**src/rtl/dram_axi_pkg.sv**
```systemverilog
// rtl/dram_axi_pkg.sv - shared AXI read-channel types and response codes
package dram_axi_pkg;

    localparam int R_DATA_WIDTH = 32;
    localparam int R_ID_WIDTH   = 8;

    localparam logic [1:0] RESP_OKAY   = 2'b00;
    localparam logic [1:0] RESP_EXOKAY = 2'b01;
    localparam logic [1:0] RESP_SLVERR = 2'b10;
    localparam logic [1:0] RESP_DECERR = 2'b11;

    typedef struct packed {
        logic [R_DATA_WIDTH-1:0] data;
        logic [R_ID_WIDTH-1:0]   id;
        logic [1:0]              resp;
        logic                    last;
    } r_beat_t;

endpackage

```
**src/rtl/axi_fifo_r.sv**
```systemverilog
// rtl/axi_fifo_r.sv - R-channel beat buffer with cut-through or store-and-forward release
module axi_fifo_r
    import dram_axi_pkg::*;
#(
    parameter int LOG_QUEUE_SIZE    = 2,
    parameter int DATA_WIDTH        = 32,
    parameter int TID_WIDTH         = 8,
    parameter int STORE_AND_FORWARD = 0
) (
    input  logic                    clk,
    input  logic                    rst,
    input  logic                    s_r_valid,
    output logic                    s_r_ready,
    input  logic [DATA_WIDTH-1:0]   s_r_data,
    input  logic [TID_WIDTH-1:0]    s_r_id,
    input  logic [1:0]              s_r_resp,
    input  logic                    s_r_last,
    output logic                    m_r_valid,
    input  logic                    m_r_ready,
    output logic [DATA_WIDTH-1:0]   m_r_data,
    output logic [TID_WIDTH-1:0]    m_r_id,
    output logic [1:0]              m_r_resp,
    output logic                    m_r_last,
    output logic [LOG_QUEUE_SIZE:0] beat_count,
    output logic [LOG_QUEUE_SIZE:0] burst_count,
    output logic                    saf_overflow
);

    localparam int N  = 1 << LOG_QUEUE_SIZE;
    localparam int PW = LOG_QUEUE_SIZE + 1;

    typedef struct packed {
        logic [DATA_WIDTH-1:0] data;
        logic [TID_WIDTH-1:0]  id;
        logic [1:0]            resp;
        logic                  last;
    } beat_t;

    beat_t           mem_q [N];
    logic [PW-1:0]   wr_ptr_q, wr_ptr_d;
    logic [PW-1:0]   rd_ptr_q, rd_ptr_d;
    logic [PW-1:0]   burst_count_q, burst_count_d;
    logic            bypass_q, bypass_d;
    logic            saf_overflow_q, saf_overflow_d;

    logic            empty, full, push, pop, release_ok;
    beat_t           head;

    // Pointers carry one extra wrap bit so full and empty are distinguishable.
    assign empty = (wr_ptr_q == rd_ptr_q);
    assign full  = (wr_ptr_q[PW-1] != rd_ptr_q[PW-1]) &&
                   (wr_ptr_q[PW-2:0] == rd_ptr_q[PW-2:0]);
    assign head  = mem_q[rd_ptr_q[PW-2:0]];

    assign release_ok = (STORE_AND_FORWARD == 0) || (burst_count_q != '0) || bypass_q;

    assign s_r_ready = !full && !rst;
    assign m_r_valid = !empty && !rst && release_ok;
    assign push      = s_r_valid && s_r_ready;
    assign pop       = m_r_valid && m_r_ready;

    assign m_r_data  = empty ? '0 : head.data;
    assign m_r_id    = empty ? '0 : head.id;
    assign m_r_resp  = empty ? RESP_OKAY : head.resp;
    assign m_r_last  = empty ? 1'b0 : head.last;

    assign beat_count   = wr_ptr_q - rd_ptr_q;
    assign burst_count  = burst_count_q;
    assign saf_overflow = saf_overflow_q;

    always_comb begin
        wr_ptr_d       = wr_ptr_q;
        rd_ptr_d       = rd_ptr_q;
        burst_count_d  = burst_count_q;
        bypass_d       = bypass_q;
        saf_overflow_d = saf_overflow_q;

        if (push) wr_ptr_d = wr_ptr_q + PW'(1);
        if (pop)  rd_ptr_d = rd_ptr_q + PW'(1);

        case ({push && s_r_last, pop && head.last})
            2'b10:   burst_count_d = burst_count_q + PW'(1);
            2'b01:   burst_count_d = burst_count_q - PW'(1);
            default: burst_count_d = burst_count_q;
        endcase

        // A full buffer with no complete burst can never release; fall back to cut-through.
        if (STORE_AND_FORWARD != 0) begin
            if (pop && head.last) bypass_d = 1'b0;
            if (full && (burst_count_q == '0)) begin
                bypass_d       = 1'b1;
                saf_overflow_d = 1'b1;
            end
        end
    end

    always_ff @(posedge clk) begin
        if (rst) begin
            wr_ptr_q       <= '0;
            rd_ptr_q       <= '0;
            burst_count_q  <= '0;
            bypass_q       <= 1'b0;
            saf_overflow_q <= 1'b0;
        end else begin
            wr_ptr_q       <= wr_ptr_d;
            rd_ptr_q       <= rd_ptr_d;
            burst_count_q  <= burst_count_d;
            bypass_q       <= bypass_d;
            saf_overflow_q <= saf_overflow_d;
        end
    end

    // Storage is not cleared by reset; the pointers alone define validity.
    always_ff @(posedge clk) begin
        if (push) begin
            mem_q[wr_ptr_q[PW-2:0]] <= '{data: s_r_data, id: s_r_id, resp: s_r_resp, last: s_r_last};
        end
    end

endmodule

```
**config.mk**
```make
export PLATFORM = sky130hd
export DESIGN_NAME = axi_fifo_r
export DESIGN_NICKNAME = d
export VERILOG_FILES = /design/src/rtl/dram_axi_pkg.sv /design/src/rtl/axi_fifo_r.sv
export SDC_FILE = /design/constraint.sdc
export NUM_CORES = 1
export LEC_CHECK = 0
export CORE_ASPECT_RATIO = 1.5
export CORE_UTILIZATION = 53
export CTS_BUF_LIST = sky130_fd_sc_hd__clkbuf_2 sky130_fd_sc_hd__clkbuf_4 sky130_fd_sc_hd__clkbuf_8
export CTS_CLUSTER_DIAMETER = 40
export CTS_CLUSTER_SIZE = 28
export DETAILED_ROUTE_END_ITERATION = 8
export DONT_BUFFER_PORTS = 1
export MAX_ROUTING_LAYER = met4
export PLACE_DENSITY = 0.79
export SLEW_MARGIN = 20
export SYNTH_ARGS = -nofsm -noshare
export SYNTH_HDL_FRONTEND = slang
export SYNTH_SLANG_ARGS = --single-unit
```
**constraint.sdc**
```tcl
create_clock -name clk -period 8 [get_ports clk]
set_input_delay 2.4 -clock clk [delete_from_list [all_inputs] [get_ports clk]]
set_output_delay 2.4 -clock clk [all_outputs]
set_load 0.05 [all_outputs]
```
Word-level counts from Yosys, hierarchy flattened
Memories as Yosys holds them, arrays and structs flattened. A register that Yosys moved wholly into a read port is not among the register bits.
Cells that the tools add are included.
- flip-flop bits (word level): 9
- RAM bits: 172
- memories kept: 1
- memories (name ; depth ; bits a word ; rd ports ; clocked after Yosys merged registers in ; wr ports ; RTL line ; RTL):
    mem_q ; 4 ; 43 ; 1 ; 1 ; 1 ; axi_fifo_r.sv:39 ; beat_t mem_q [N];
- add/subtract/negate cells: 5
- eq/ne operators: 5
- mux-type cells: 9
- reductions and logical operators: 11
- operators with widths (operator ; number):
    2-to-1 mux 32 bit ; 1
    adder 3 x 1 -> 3 bit, second input constant ; 3
    2-to-1 mux 8 bit ; 1
    logical AND 1 bit ; 7
    2-to-1 mux 2 bit ; 3
    case mux 3 bit (2 select lines) ; 1
    == test 3 bit ; 1
    zero test 1 bit ; 3
    2-to-1 mux 1 bit ; 3
    subtractor 3 x 1 -> 3 bit, second input constant ; 1
    subtractor 3 bit ; 1
    == test 2 x 1 -> 1 bit, second input constant ; 1
    == test 2 bit ; 1
    == test 2 bit, second input constant ; 1
    nonzero test 2 bit ; 1
    inequality test 1 bit ; 1

Logic depth before layout (Yosys ltp)
- depth after elaboration: 8
- mapped depth: 10
- mapped depth without buffers: 10

Worst setup path before layout
OpenSTA, ideal clock, no wires.
- path kind: in2out
- start: input rst
- end: output s_r_ready
- arrival time: 3.471 ns
- data required time: 5.600 ns
- path slack: 2.129 ns
- cell stages on the path: 2
- path through: clkbuf_1 a21oi_1
- cells in the longest elaborated chain, start to end: 2
- ends and longest elaborated chain (what ; RTL line ; RTL):
    from (decl) ; axi_fifo_r.sv:11 ; input logic rst,
    zero test 1 bit ; axi_fifo_r.sv:57 ; assign s_r_ready = !full && !rst;
    logical AND 1 bit ; axi_fifo_r.sv:57 ;
    to (decl) ; axi_fifo_r.sv:13 ; output logic s_r_ready,
Every way passes these cells.

Final worst setup path
- start: input rst
- end: output m_r_valid
- cells in the longest elaborated chain, start to end: 2
- ends and longest elaborated chain (what ; RTL line ; RTL):
    zero test 1 bit ; axi_fifo_r.sv:58 ; assign m_r_valid = !empty && !rst && release_ok;
    logical AND 1 bit ; axi_fifo_r.sv:58 ;
    to (decl) ; axi_fifo_r.sv:18 ; output logic m_r_valid,
Every way passes these cells.

==> flow_summary_export.csv <==
group,metric,value,unit
routing,vias_per_cell,5.96,
clock_tree,cts.htree.levels,4,
sta,timing.slew.headroom,27.0,%
worst_setup_path,timing.critical_path.to,"m_r_valid",
clock_tree,tritoncts_num_sinks,183,
sta,final.setup.tns,0,ns
worst_setup_path,critPathMaxStageDelay,0.80,ns
floorplanning,placementRows,52,
synthesis,avgSynthCellArea,20.2,µm²
sta,timing_worst_slew_pin_value,1.09,ns
clock_tree,clock_transition_at_path_regs,0.09,ns
worst_setup_path,first_element_of_the_critical_path,"rst",
floorplanning,fp.coreArea,13400,µm²
sta,hold_viol,0,
synthesis,synthCells,359,
synthesis,portion_of_synthesized_cell_area_occupied_by_the_leading_cell_type,71.2,%
sta,period_minus_slack,5.60,ns
synthesis,netlist_top_cells_count,"edfxtp_1, mux4_2, nor2b_1",
global_routing,wire_length_of_the_first_global_routing_pass,18300,µm
routing,vias,3197,
placed_design,gp_congestion,0.735,
sta,final.setup_skew,0.00661,ns
worst_setup_path,worstReg2RegEnd,"burst_count[2]",
synthesis,synth-seq-area-share,74.2,%
layout,finalNetCount,418,
synthesis,ys_types,32,
hold_path,hold_path_depth,2,
worst_setup_path,critical_path.reg2reg.startpoint,"wr_ptr_q[0]",
layout,layout-area-overhead-vs-synth,7.40,%
worst_setup_path,crit_arrival,3.20,ns
synthesis,syn_nets,416,
synthesis,dominant_cells_by_area_after_synthesis,"edfxtp_1, mux4_2, nor2b_1, dfxtp_1, ha_1",
synthesis,synth_top_flop_cell,"edfxtp_1",
sta,fmaxAchievable,0.179,GHz
clock_tree,cts_made_buffers,17,
clock_tree,cts-resized-gates,0,
floorplanning,chipHeight,145,µm
worst_setup_path,worstSetupPathDepth,1,
routing,postRouteWirelength,11600,µm
routing,route.detailed.drc,0,
global_routing,antenna_violations_before_repair,0,
clock_tree,count_of_buffers_added_by_post_cts_timing_repair_for_setup,0,
sta,final.period_utilization,70.0,%
worst_setup_path,rr_worst_depth,10,
routing,avgRoutedWirePerCell,21.6,µm
layout,final_layout_size_suffix_gt1_share,22.7,%
clock_tree,cts.root.buffer_cell,"clkbuf_8",
worst_setup_path,category_of_the_most_critical_setup_path,"in -> out",
clock_tree,hold_buffers,0,
clock_tree,insertion_delay,0.44,ns
synthesis,synth_seq_cells,183,
worst_setup_path,worstSetupEndpointType,"primary output",
global_routing,globalRouteOverflowTotal,0,
worst_setup_path,cp_max_fo,21,
worst_setup_path,slowest_stage,"a21oi_1",
hold_path,min-delay-path-class,"reg -> reg",
sta,number_of_pins_exceeding_their_max_slew_limit_in_the_final_report,0,
worst_setup_path,timing.critical_path.buf_inv,0,
floorplanning,ios,99,
floorplanning,die_width,97.5,µm
clock_tree,cts_tree,"built",
routing,first_iter_violations,148,
synthesis,post_synth_instance_area,7260,µm²
worst_setup_path,reg2reg_setup_slack,4.78,ns
sta,grt_setup_unrepaired,"no",
synthesis,synth_top_cell_by_area,"edfxtp_1",
synthesis,synth_async_sr_flop_share,0,%
global_routing,via_count_of_the_first_global_routing_pass,3510,
placed_design,detailed_place_hpwl,6830,µm
worst_setup_path,crit_required,5.60,ns
placed_design,number_of_buffers_added_on_ports,0,
synthesis,synth_enable_flop_cells,172,
outcome,run_status,"finished, final reports clean",
global_routing,tot_gr_track_use,17.9,%
layout,antenna-diode-count,0,
synthesis,post-synth-top-count-cell,"edfxtp_1",
worst_setup_path,path_delay_family,"compound AO/OA/AOI/OAI gates",
worst_setup_path,timing.critical_path.cells,"a21oi_1",
floorplanning,initial_utilization,54.1,%
floorplanning,full_die_area,14200,µm²
clock_tree,clockBufferDepth,2,
routing,drtPass1Iterations,4,
global_routing,pin_count_of_the_biggest_net_entering_global_routing,44,
sta,setup-violations-final,0,
worst_setup_path,setup.worst_path.start_class,"primary input",
synthesis,yosys_warnings,0,
flow_run,drv_cap,0,
routing,route.antenna.remaining_nets,0,
per-layer routing:
| layer | wire [µm] | global-route usage [%] | part of all wire [%] |
|---|---|---|---|
| met1 | 4350 | 19.2 | 38 |
| met2 | 6530 | 30.9 | 57 |
| met3 | 474 | 4.72 | 4.1 |
| met4 | 199 | 7.87 | 1.7 |
| met5 | 0 | - | 0 |
layout make-up:
type / count / area (µm²)
Sequential cell: 183 / 5390
Clock inverter: 14 / 145
Clock buffer: 18 / 241
Multi-Input combinational cell: 152 / 1760
Inverter: 5 / 18.8
Timing Repair Buffer: 2 / 35.0
Fill cell: 969 / 5610
Tap cell: 162 / 203
tightest hold or removal path: cells and delay by family (launching register included):
family | cells | cell delay [ns]
and+or+nand+nor | 1 | 0.09
AOI/OAI and AO/OA | 1 | 0.06
DFF | 1 | 0.39
per-stage QoR:
stage	cells	utilization (%)	hold WS (ns)	setup slack, ns	area, µm²
after CTS	535	57.8	0.569	2.40	7750
after detailed placement	503	55.0	0.555	2.40	7370
final	536	58.1	0.573	2.40	7790
after global routing	536	58.1	0.614	2.40	7790
after floorplan	359	-	0.529	2.13	7260
after global placement	503	55.0	0.535	2.40	7370
worst min-delay path by stage:
stage	start	endpoint	slack, ns
after floorplan	wr_ptr_q[2]	wr_ptr_q[2]	0.53
after global placement	wr_ptr_q[2]	wr_ptr_q[2]	0.54
after detailed placement	wr_ptr_q[2]	wr_ptr_q[2]	0.56
after CTS	wr_ptr_q[2]	wr_ptr_q[2]	0.57
after global routing	wr_ptr_q[2]	wr_ptr_q[2]	0.61
final	wr_ptr_q[2]	wr_ptr_q[2]	0.57
cell usage in the layout, fill, tap and decap left out, types with 2 or more instances in the layout:
cell type / n
nand2_1: 3
inv_1: 5
clkinvlp_4: 5
xnor2_1: 3
clkbuf_8: 17
and3_4: 3
nand3_1: 7
or3_1: 4
nand4b_1: 5
edfxtp_1: 172
a31oi_1: 4
inv_8: 5
clkinv_4: 2
mux4_2: 43
dfxtp_1: 9
nand4_1: 2
nor2_1: 4
nor3b_1: 2
ha_1: 8
fa_1: 2
dfxtp_4: 2
a21oi_1: 4
nor2b_1: 43
or4_1: 3
state kept, by name (all words and copies together), names as in the netlist, named ones only:
name,cells
burst_count,3
mem_q,172
rd_ptr_q,3
wr_ptr_q,3
kinds of logic (layout without fill, tap and decap cells):
group                      after synthesis  in the layout  share of synthesized area (%)
buffers and inverters                   24             39                           1.90
DFF                                    183            183                           74.2
AOI/OAI and AO/OA                        9              9                          0.690
xor gates and xnor gates                 5              5                          0.707
and+or+nand+nor                         83             83                           7.03
other                                    1              1                         0.0517
muxes                                   44             44                           13.5
adders and majority gates               10             10                           1.93
Power is left out: the tool's default activity adds up to more than one toggle a clock period on the data nets, which glitch-free logic cannot reach.
